`config.mk`:
```
export PLATFORM = sky130hd
export DESIGN_NAME = encoder_8x3_drain
export DESIGN_NICKNAME = d
export VERILOG_FILES = /design/src/rtl/encoder_8x3_drain_pkg.sv /design/src/rtl/encoder_8x3_drain_prio_enc.sv /design/src/rtl/encoder_8x3_drain.sv
export SDC_FILE = /design/constraint.sdc
export NUM_CORES = 1
export LEC_CHECK = 0
export ABC_AREA = 0
export BUFFER_PORTS_ARGS = -buffer_cell sky130_fd_sc_hd__buf_2
export CAP_MARGIN = 10
export CORE_AREA = 2 2 39 41
export CTS_CLUSTER_DIAMETER = 150
export CTS_CLUSTER_SIZE = 10
export DETAILED_ROUTE_END_ITERATION = 6
export DIE_AREA = 0 0 41 43
export GPL_TIMING_DRIVEN = 0
export HOLD_SLACK_MARGIN = 0.1
export PLACE_DENSITY = 0.76
export SETUP_SLACK_MARGIN = 0.1
export SLEW_MARGIN = 20
export SYNTH_ARGS = -nofsm -noshare
export SYNTH_HDL_FRONTEND = slang
export SYNTH_SLANG_ARGS = --single-unit
```
`constraint.sdc`:
```
create_clock -name clk -period 3.5 [get_ports clk]
set_clock_uncertainty 0.1 [all_clocks]
set_input_delay 0.175 -clock clk [delete_from_list [all_inputs] [get_ports clk]]
set_output_delay 0.175 -clock clk [all_outputs]
set_load 0.05 [all_outputs]
```
`src/rtl/encoder_8x3_drain_pkg.sv`:
```
// Shared types and widths for the 8-to-3 draining encoder.
package encoder_pkg;

  localparam int unsigned VEC_W = 8;
  localparam int unsigned IDX_W = 3;

  typedef enum logic {
    IDLE  = 1'b0,
    DRAIN = 1'b1
  } state_t;

endpackage

```
`src/rtl/encoder_8x3_drain_prio_enc.sv`:
```
// prio_enc_8x3: combinational priority encoder.
// MSB_FIRST=0 selects the lowest set bit and MSB_FIRST=1 selects the highest.
// onehot is high when exactly one bit of vec is set.
module prio_enc_8x3
  import encoder_pkg::*;
#(
  parameter bit MSB_FIRST = 1'b0
) (
  input  logic [VEC_W-1:0] vec,
  output logic [IDX_W-1:0] idx,
  output logic             onehot
);

  // Later loop iterations override earlier ones, so the scan direction sets the winner.
  always_comb begin
    idx = '0;
    if (MSB_FIRST) begin
      for (int unsigned i = 0; i < VEC_W; i++) begin
        if (vec[i]) idx = IDX_W'(i);
      end
    end else begin
      for (int unsigned i = VEC_W; i > 0; i--) begin
        if (vec[i-1]) idx = IDX_W'(i - 1);
      end
    end
  end

  // Exactly one bit is set when the vector is non-zero and clearing its lowest set bit leaves zero.
  always_comb begin
    onehot = (vec != '0) && ((vec & (vec - 1'b1)) == '0);
  end

endmodule

```
`src/rtl/encoder_8x3_drain.sv`:
```
// encoder_8x3_drain: accepts an 8-bit request vector and emits the index of
// each set bit, one per cycle, through a valid/ready output handshake.
// Optional feature: define ENCODER_8X3_ZERO_ERR_EN to add the err output,
// which pulses for one cycle after an all-zero vector is accepted.
module encoder_8x3_drain
  import encoder_pkg::*;
#(
  parameter bit MSB_FIRST = 1'b0
) (
  input  logic             clk,
  input  logic             rst,
  input  logic             en,
  input  logic [VEC_W-1:0] in_vec,
  input  logic             in_valid,
  output logic             in_ready,
  output logic [IDX_W-1:0] out_idx,
  output logic             out_valid,
  input  logic             out_ready,
  output logic             out_last
`ifdef ENCODER_8X3_ZERO_ERR_EN
  ,
  output logic             err
`endif
);

  state_t           state;
  logic [VEC_W-1:0] pend;
  logic [IDX_W-1:0] sel_idx;
  logic             sel_onehot;
  logic [VEC_W-1:0] clr_mask;
  logic             in_hs;
  logic             out_hs;

  prio_enc_8x3 #(
    .MSB_FIRST(MSB_FIRST)
  ) u_prio (
    .vec   (pend),
    .idx   (sel_idx),
    .onehot(sel_onehot)
  );

  // Outputs are decoded from state and pend only, so in_vec has no combinational path to them.
  always_comb begin
    in_ready  = en && (state == IDLE);
    out_valid = en && (state == DRAIN);
    out_idx   = sel_idx;
    out_last  = (state == DRAIN) && sel_onehot;
    in_hs     = in_valid && in_ready;
    out_hs    = out_valid && out_ready;
    clr_mask  = VEC_W'(1) << sel_idx;
  end

  // Load non-zero vectors, then clear one selected bit per output handshake until empty.
  always_ff @(posedge clk) begin
    if (rst) begin
      state <= IDLE;
      pend  <= '0;
    end else if (en) begin
      if (in_hs && (in_vec != '0)) begin
        pend  <= in_vec;
        state <= DRAIN;
      end else if (out_hs) begin
        pend <= pend & ~clr_mask;
        if (out_last) state <= IDLE;
      end
    end
  end

`ifdef ENCODER_8X3_ZERO_ERR_EN
  // One-cycle flag for a consumed all-zero vector; it is never held over while en is low.
  always_ff @(posedge clk) begin
    if (rst) err <= 1'b0;
    else     err <= in_hs && (in_vec == '0);
  end
`endif

endmodule
```
==> impl_results.md, run 1 <==
- Worst Path Required: around 3.2 ns
- CTS tree: built
- Synth Area in XOR/XNOR: about 1.3%
- Largest net degree at the start of global routing: 10
- Synth Area in Compound Gates: approximately 22%
- Most frequent cells in the layout: buf_2, dfxtp_1, mux2i_1
- Post-synthesis mux area share: between 10% and 20%
- Clock sinks: 9
- Synth Instances: 74
- Largest family of logic cells by synthesized area: simple AND/OR/NAND/NOR gates
- Cell Rows: 14
- WL/cell: 13.1 µm
- Vias per cell: approximately 5.7
- Final Hold Fails: 0
- Port bufs: 17
- Final net count: 112
- Crit path time final: roughly 2.1 ns
- Crit path max fanout: 8
- R2R Path End: state
- Vias: 647
- DP Worst Slack: approximately 1.6 ns
- Global Route Usage Sum: approximately a fifth
- Pwr/cell area: 373 nW/µm²
- WHS Endpoint: pend[3]
- Core area: 1380 µm²
- R2r worst-path depth: 4
- TritonCTS Buffers: 3
- Max Slew Vio Count: 0
- Fillers: 127
- Post-synthesis adder-cell area fraction: 0%
- Status: finished clean
- Reg clk slew, reported paths: about 0.06 ns
- CP bufs+invs: 2
- Post-route ant nets: 0
- Syn_nets: a little under 90
- Fraction of layout cells with a size suffix above 1: between 20% and 30%
- Area Growth Syn to Fin: 24.6%
- Initial antenna violation count: 0
- Syn_area_per_cell: between 8 and 9 µm²
- Crit share post-route: approximately three fifths
- Crit path top cell by count: nor2_1
- Post-synthesis simple-gate area fraction: between 30% and 40%
- Worst slew margin: around 63%
- H-tree lvl count: 1
- Top achievable clock speed: 0.470 GHz
- CP Class: reg2out
- Antenna diode count: 0
- Min-delay src: in_vec[3]
- Skew-Pair Late Insertion Delay: around 0.28 ns
- Clock Tree Buf Depth: 2
- Max-cap viol count: 0
- Gpl congestion: about 0.79
- Distinct cells, synth: 34
- Drt drc: 0
- Core Util, Final: 59.1%
- Worst path top cell family by delay: simple AND/OR/NAND/NOR gates
- Mapped cell area: 657 µm²
- Die ar.: ~1800 µm²
- Reg2reg setup slack: ~1.8 ns
- Die span in y: approximately 43 µm
- Hold path cells: 3
- Root Driver: clkbuf_4
- EDFF count, synth: 0
- Sequential area share after synthesis: between 20% and 30%
- Synth Register Bits: 9
- Hold_ws: 0.119 ns
- Pleak: approximately 0.32 nW
- Most used DFF post-synth: dfxtp_1
- Synth warn: 0
- GRT overflow: 0
- Setup-failing EPs final: 0
- I/O Pins: 19
- Crit path launch type: flip-flop
- Drt pass-1 iters: 4
- Most common cell after layout, fill and taps aside: buf_2
- RSZ-0062 raised after global routing: no
- R2r startpoint: pend[1]
- Vias in the first global route: 581
- CTS resizes: 0
- Hold Path Class: in2reg
- FFs w/ async S/R, synth: 0%
- Setup TNS: 0 ns
- Final wirelength: between 1 and 1.5 mm
- Die extent in x: between 40 and 50 µm
- Data arrival time of the critical path: ~1.9 ns
- Critical Path Max Stage Delay: approximately 0.40 ns
- Initial Util: between 40% and 50%
- Detailed Place HPWL: between 1 and 1.5 mm
- Slowest-stage cell, CP: or3_4
- CP Cell Sequence: buf_6 -> or3_4 -> a2111oi_1 -> nor2_1 -> nor2_1 -> buf_2
- First-pass GRT wire length: approximately 2.4 mm
- Worst setup margin: ~1.4 ns
- Worst Max-Slew Pin Slew: 0.552 ns
- Max VDD drop: approximately 0.23 mV
- Initial DRC Count: 5
- Worst Setup End Kind: output port
==> area by class of cell <==
class | instances | area (µm²) | area share [%]
repair buffers | 20 | 115 | 14.1
multi-input cells | 57 | 424 | 51.8
plain buffers | 4 | 37.5 | 4.59
inverters | 4 | 15.0 | 1.83
well taps | 16 | 20.0 | 2.45
clock buffers | 4 | 26.3 | 3.21
flip-flops and latches | 9 | 180 | 22.0
==> synth_stat cells, drive strengths merged (3+ instances only) <==
library cell | instances | area share, %
dfxtp | 9 | 27
mux2i | 7 | 11
nor2 | 6 | 3.4
a21oi | 5 | 5.5
nor4 | 5 | 6.7
inv | 4 | 2.3
buf | 3 | 5.1
nor3 | 3 | 2.3
or2 | 3 | 2.9
or3 | 3 | 3.6
==> power breakdown <==
| part | switching [mW] | total, mW | internal [mW] | leakage (nW) |
|---|---|---|---|---|
| Sequential | 0.00748 | 0.115 | 0.108 | 0.0736 |
| Clock | 0.0434 | 0.0876 | 0.0442 | 0.0150 |
| Combinational | 0.0620 | 0.102 | 0.0401 | 0.231 |
| Total | 0.113 | 0.305 | 0.192 | 0.320 |
==> kinds of logic (layout without fill, tap and decap cells) <==
group / count (synthesis) / count (layout)
AO/OA/AOI/OAI: 18 / 18
XOR/XNOR: 1 / 1
buffers and inverters: 8 / 32
flip-flops: 9 / 9
multiplexers: 7 / 7
AND/OR/NAND/NOR: 31 / 31
==> layer usage <==
metal,up-vias,GRT usage [%],routed length (µm)
met5,-,0,0
met4,0,14.0,40
met3,5,3.14,63
met2,18,30.3,695
met1,293,25.5,688
li1,331,-,-
==> sequential cells by signal, summed over array words and instances (netlist names) <==
register and cells:
pend 8, state 1
==> how the worst max path moves through the flow <==
stage | from | endpoint | slack, ns | cells past startpoint
global placement | pend[2] | out_last | 1.66 | 6
detailed placement | pend[2] | out_last | 1.65 | 6
floorplan | pend[0] | out_last | 0.67 | 5
global route | pend[2] | out_last | 1.21 | 6
CTS | pend[2] | out_last | 1.36 | 6
finish | pend[2] | out_last | 1.37 | 6
==> repair_timing <==
| action | in CTS | in global routing |
|---|---|---|
| buffers inserted | 0 | 0 |
| hold buffers | 3 | 0 |
| endpoints found under the hold margin | 2 | 0 |
| endpoints found under the setup margin | 0 | 0 |
==> through the flow <==
step / cell area (µm²) / cells / total power, mW
final: 818 / 114 / 0.305
after global routing: 818 / 114 / 0.321
after CTS: 818 / 114 / 0.307
after detailed placement: 762 / 107 / 0.217
after global placement: 762 / 107 / 0.216
after floorplan: 657 / 74 / 0.194
==> tightest hold or removal path: cells and delay by family <==
kind	cells	cell delay, ns
buffers and inverters	1	0.09
and+or+nand+nor	1	0.11
muxes	1	0.06
Note: power is estimated with default switching activity, not from simulation.
==> run 2, diff against run 1 <==
- CORE_AREA: 2 2 39 41 -> unset
- CORE_UTILIZATION: unset -> 49
- DIE_AREA: 0 0 41 43 -> unset
- clock period: 3.5 -> 2.1 ns (I/O delays scaled with it)
==> run 2 against run 1 <==
Wire length increased by 27%. Global-route usage is 8.6 points higher. Non-clock buffer count is 8 higher.
==> impl_results.md, run 2 (synthesis results as in run 1) <==
- Crit path launch type: flip-flop
- Port bufs: 17
- Final net count: 120
- Die span in y: approximately 39 µm
- CP Launch Point: pend[5]
- Vias: about 720
- Hold path cells: 2
- WL/cell: between 15 and 20 µm
- Min-delay src: rst
- Critical Path Max Stage Delay: 0.51 ns
- Drt drc: 0
- First-pass GRT wire length: 2.88 mm
- Hold Path Class: in2reg
- Initial Util: roughly 56%
- GRT overflow: 0
- Vias in the first global route: ~640
- Detailed Place HPWL: 1.15 mm
- Die ar.: approximately 1500 µm²
- Vias per cell: 5.99
- Crit path time final: 1.96 ns
- R2R Path End: state
- Most common cell after layout, fill and taps aside: buf_2
- TritonCTS Buffers: 3
- Slowest-stage cell, CP: nor4_2
- Die extent in x: between 30 and 40 µm
- I/O Pins: 19
- RSZ-0062 raised after global routing: yes
- Final instance area: about 960 µm²
- Drt pass-1 iters: 4
- Placed cells: ~110
- Gpl congestion: around 0.76
- Max FFs per register: 8
- Core area: roughly 1200 µm²
- Crit share post-route: between 90 and 100%
- Worst Path Required: ~1.9 ns
- Max Slew Vio Count: 0
- Initial antenna violation count: 0
- Fillers: ~70
- Fraction of layout cells with a size suffix above 1: a little over a third
- Worst Max-Slew Pin Slew: about 0.5 ns
- Non-Filler Instances: between 100 and 150
- R2r worst-path depth: 6
- Root Driver: clkbuf_4
- Clock sinks: 9
- CP Class: reg2out
- Pleak: between 0.3 and 0.4 nW
- Pwr/cell area: about 580 nW/µm²
- Worst Setup End Kind: output port
- Worst slew margin: roughly 66%
- Cell Rows: 12
- Status: finished clean
- Crit path max fanout: 8
- Global Route Usage Sum: between 20 and 30%
- CTS tree: built
- Antenna diode count: 0
- Most flops, register: pend
- Placed Area: about 780 µm²
- Skew-Pair Late Insertion Delay: about 0.27 ns
- CP bufs+invs: 1
- Reg2reg setup slack: 0.35 ns
- CP Cell Sequence: nor4_2 -> nor4_4 -> o31ai_2 -> nor2_4 -> buf_6
- Initial DRC Count: 36
- Setup TNS: 0 ns
- Clock Tree Buf Depth: 2
- Area Growth Syn to Fin: 45.5%
- Post-route ant nets: 0
- Critical path depth: 5
- Setup-failing EPs final: 0
- Worst path top cell family by delay: simple AND/OR/NAND/NOR gates
- Largest net degree at the start of global routing: 10
- R2r startpoint: pend[2]
- Final wirelength: 1.89 mm
- Max VDD drop: 0.469 mV
- Reg clk slew, reported paths: 0.07 ns
- Crit path to: out_last
- Max-cap viol count: 0
- H-tree lvl count: 1
- Top achievable clock speed: between 0.5 and 0.6 GHz
- Most frequent cells in the layout: buf_2, dlygate4sd3_1, dfxtp_1
- Top Registers: pend x8, state x1
- Data arrival time of the critical path: between 1.5 and 2 ns
- Final Hold Fails: 0
run 2: worst min path at each step:
stage              end
4_1_cts        pend[0]
3_3_place_gp   pend[0]
2_1_floorplan  pend[0]
3_5_place_dp   pend[0]
6_report       pend[0]
5_1_grt        pend[0]
run 2: per-layer routing:
metal	GRT usage, %	wire, µm	vias to the layer above
met5	0	0	-
li1	-	-	348
met1	36.4	891	341
met2	45.8	885	23
met4	15.5	46	0
met3	5.78	65	7
run 2: power breakdown:
part | leakage (nW) | total [mW] | switching, mW | internal (mW)
clock network | 0.0150 | 0.150 | 0.0763 | 0.0737
logic | 0.270 | 0.208 | 0.121 | 0.0862
registers | 0.0740 | 0.195 | 0.0145 | 0.180
run 2: per-stage QoR:
step	setup slack (ns)	total power, mW	utilization [%]	hold slack (ns)
2_1_floorplan	0.0481	0.331	-	0.153
3_3_place_gp	0.333	0.369	66.8	0.271
3_5_place_dp	0.280	0.372	66.8	0.275
4_1_cts	0.121	0.536	79.2	0.104
5_1_grt	0.0649	0.571	81.6	0.179
6_report	0.136	0.552	81.6	0.117
run 2: what timing repair did:
item / CTS / global route
pin swaps: 1 / 0
hold endpoints to repair: 9 / 0
endpoints found under the setup margin: 1 / 2
hold buffers: 10 / 0
buffers inserted: 1 / 0
gates resized for setup: 3 / 4
run 2: worst register-to-register path: stages (launching register included):
cell	delay, ns
dfxtp_1	0.31
buf_6	0.14
or3_4	0.42
a2111oi_2	0.26
nor2_2	0.09
buf_4	0.14
o221a_1	0.19
run 2: layout make-up:
cell class,instances,area [µm²],area share [%]
Inverter,4,15.0,1.57
Clock buffer,4,26.3,2.75
Sequential cell,9,181,19.0
Timing Repair Buffer,28,199,20.8
Tap cell,14,17.5,1.83
Buffer,4,37.5,3.93
Multi-Input combinational cell,57,479,50.1
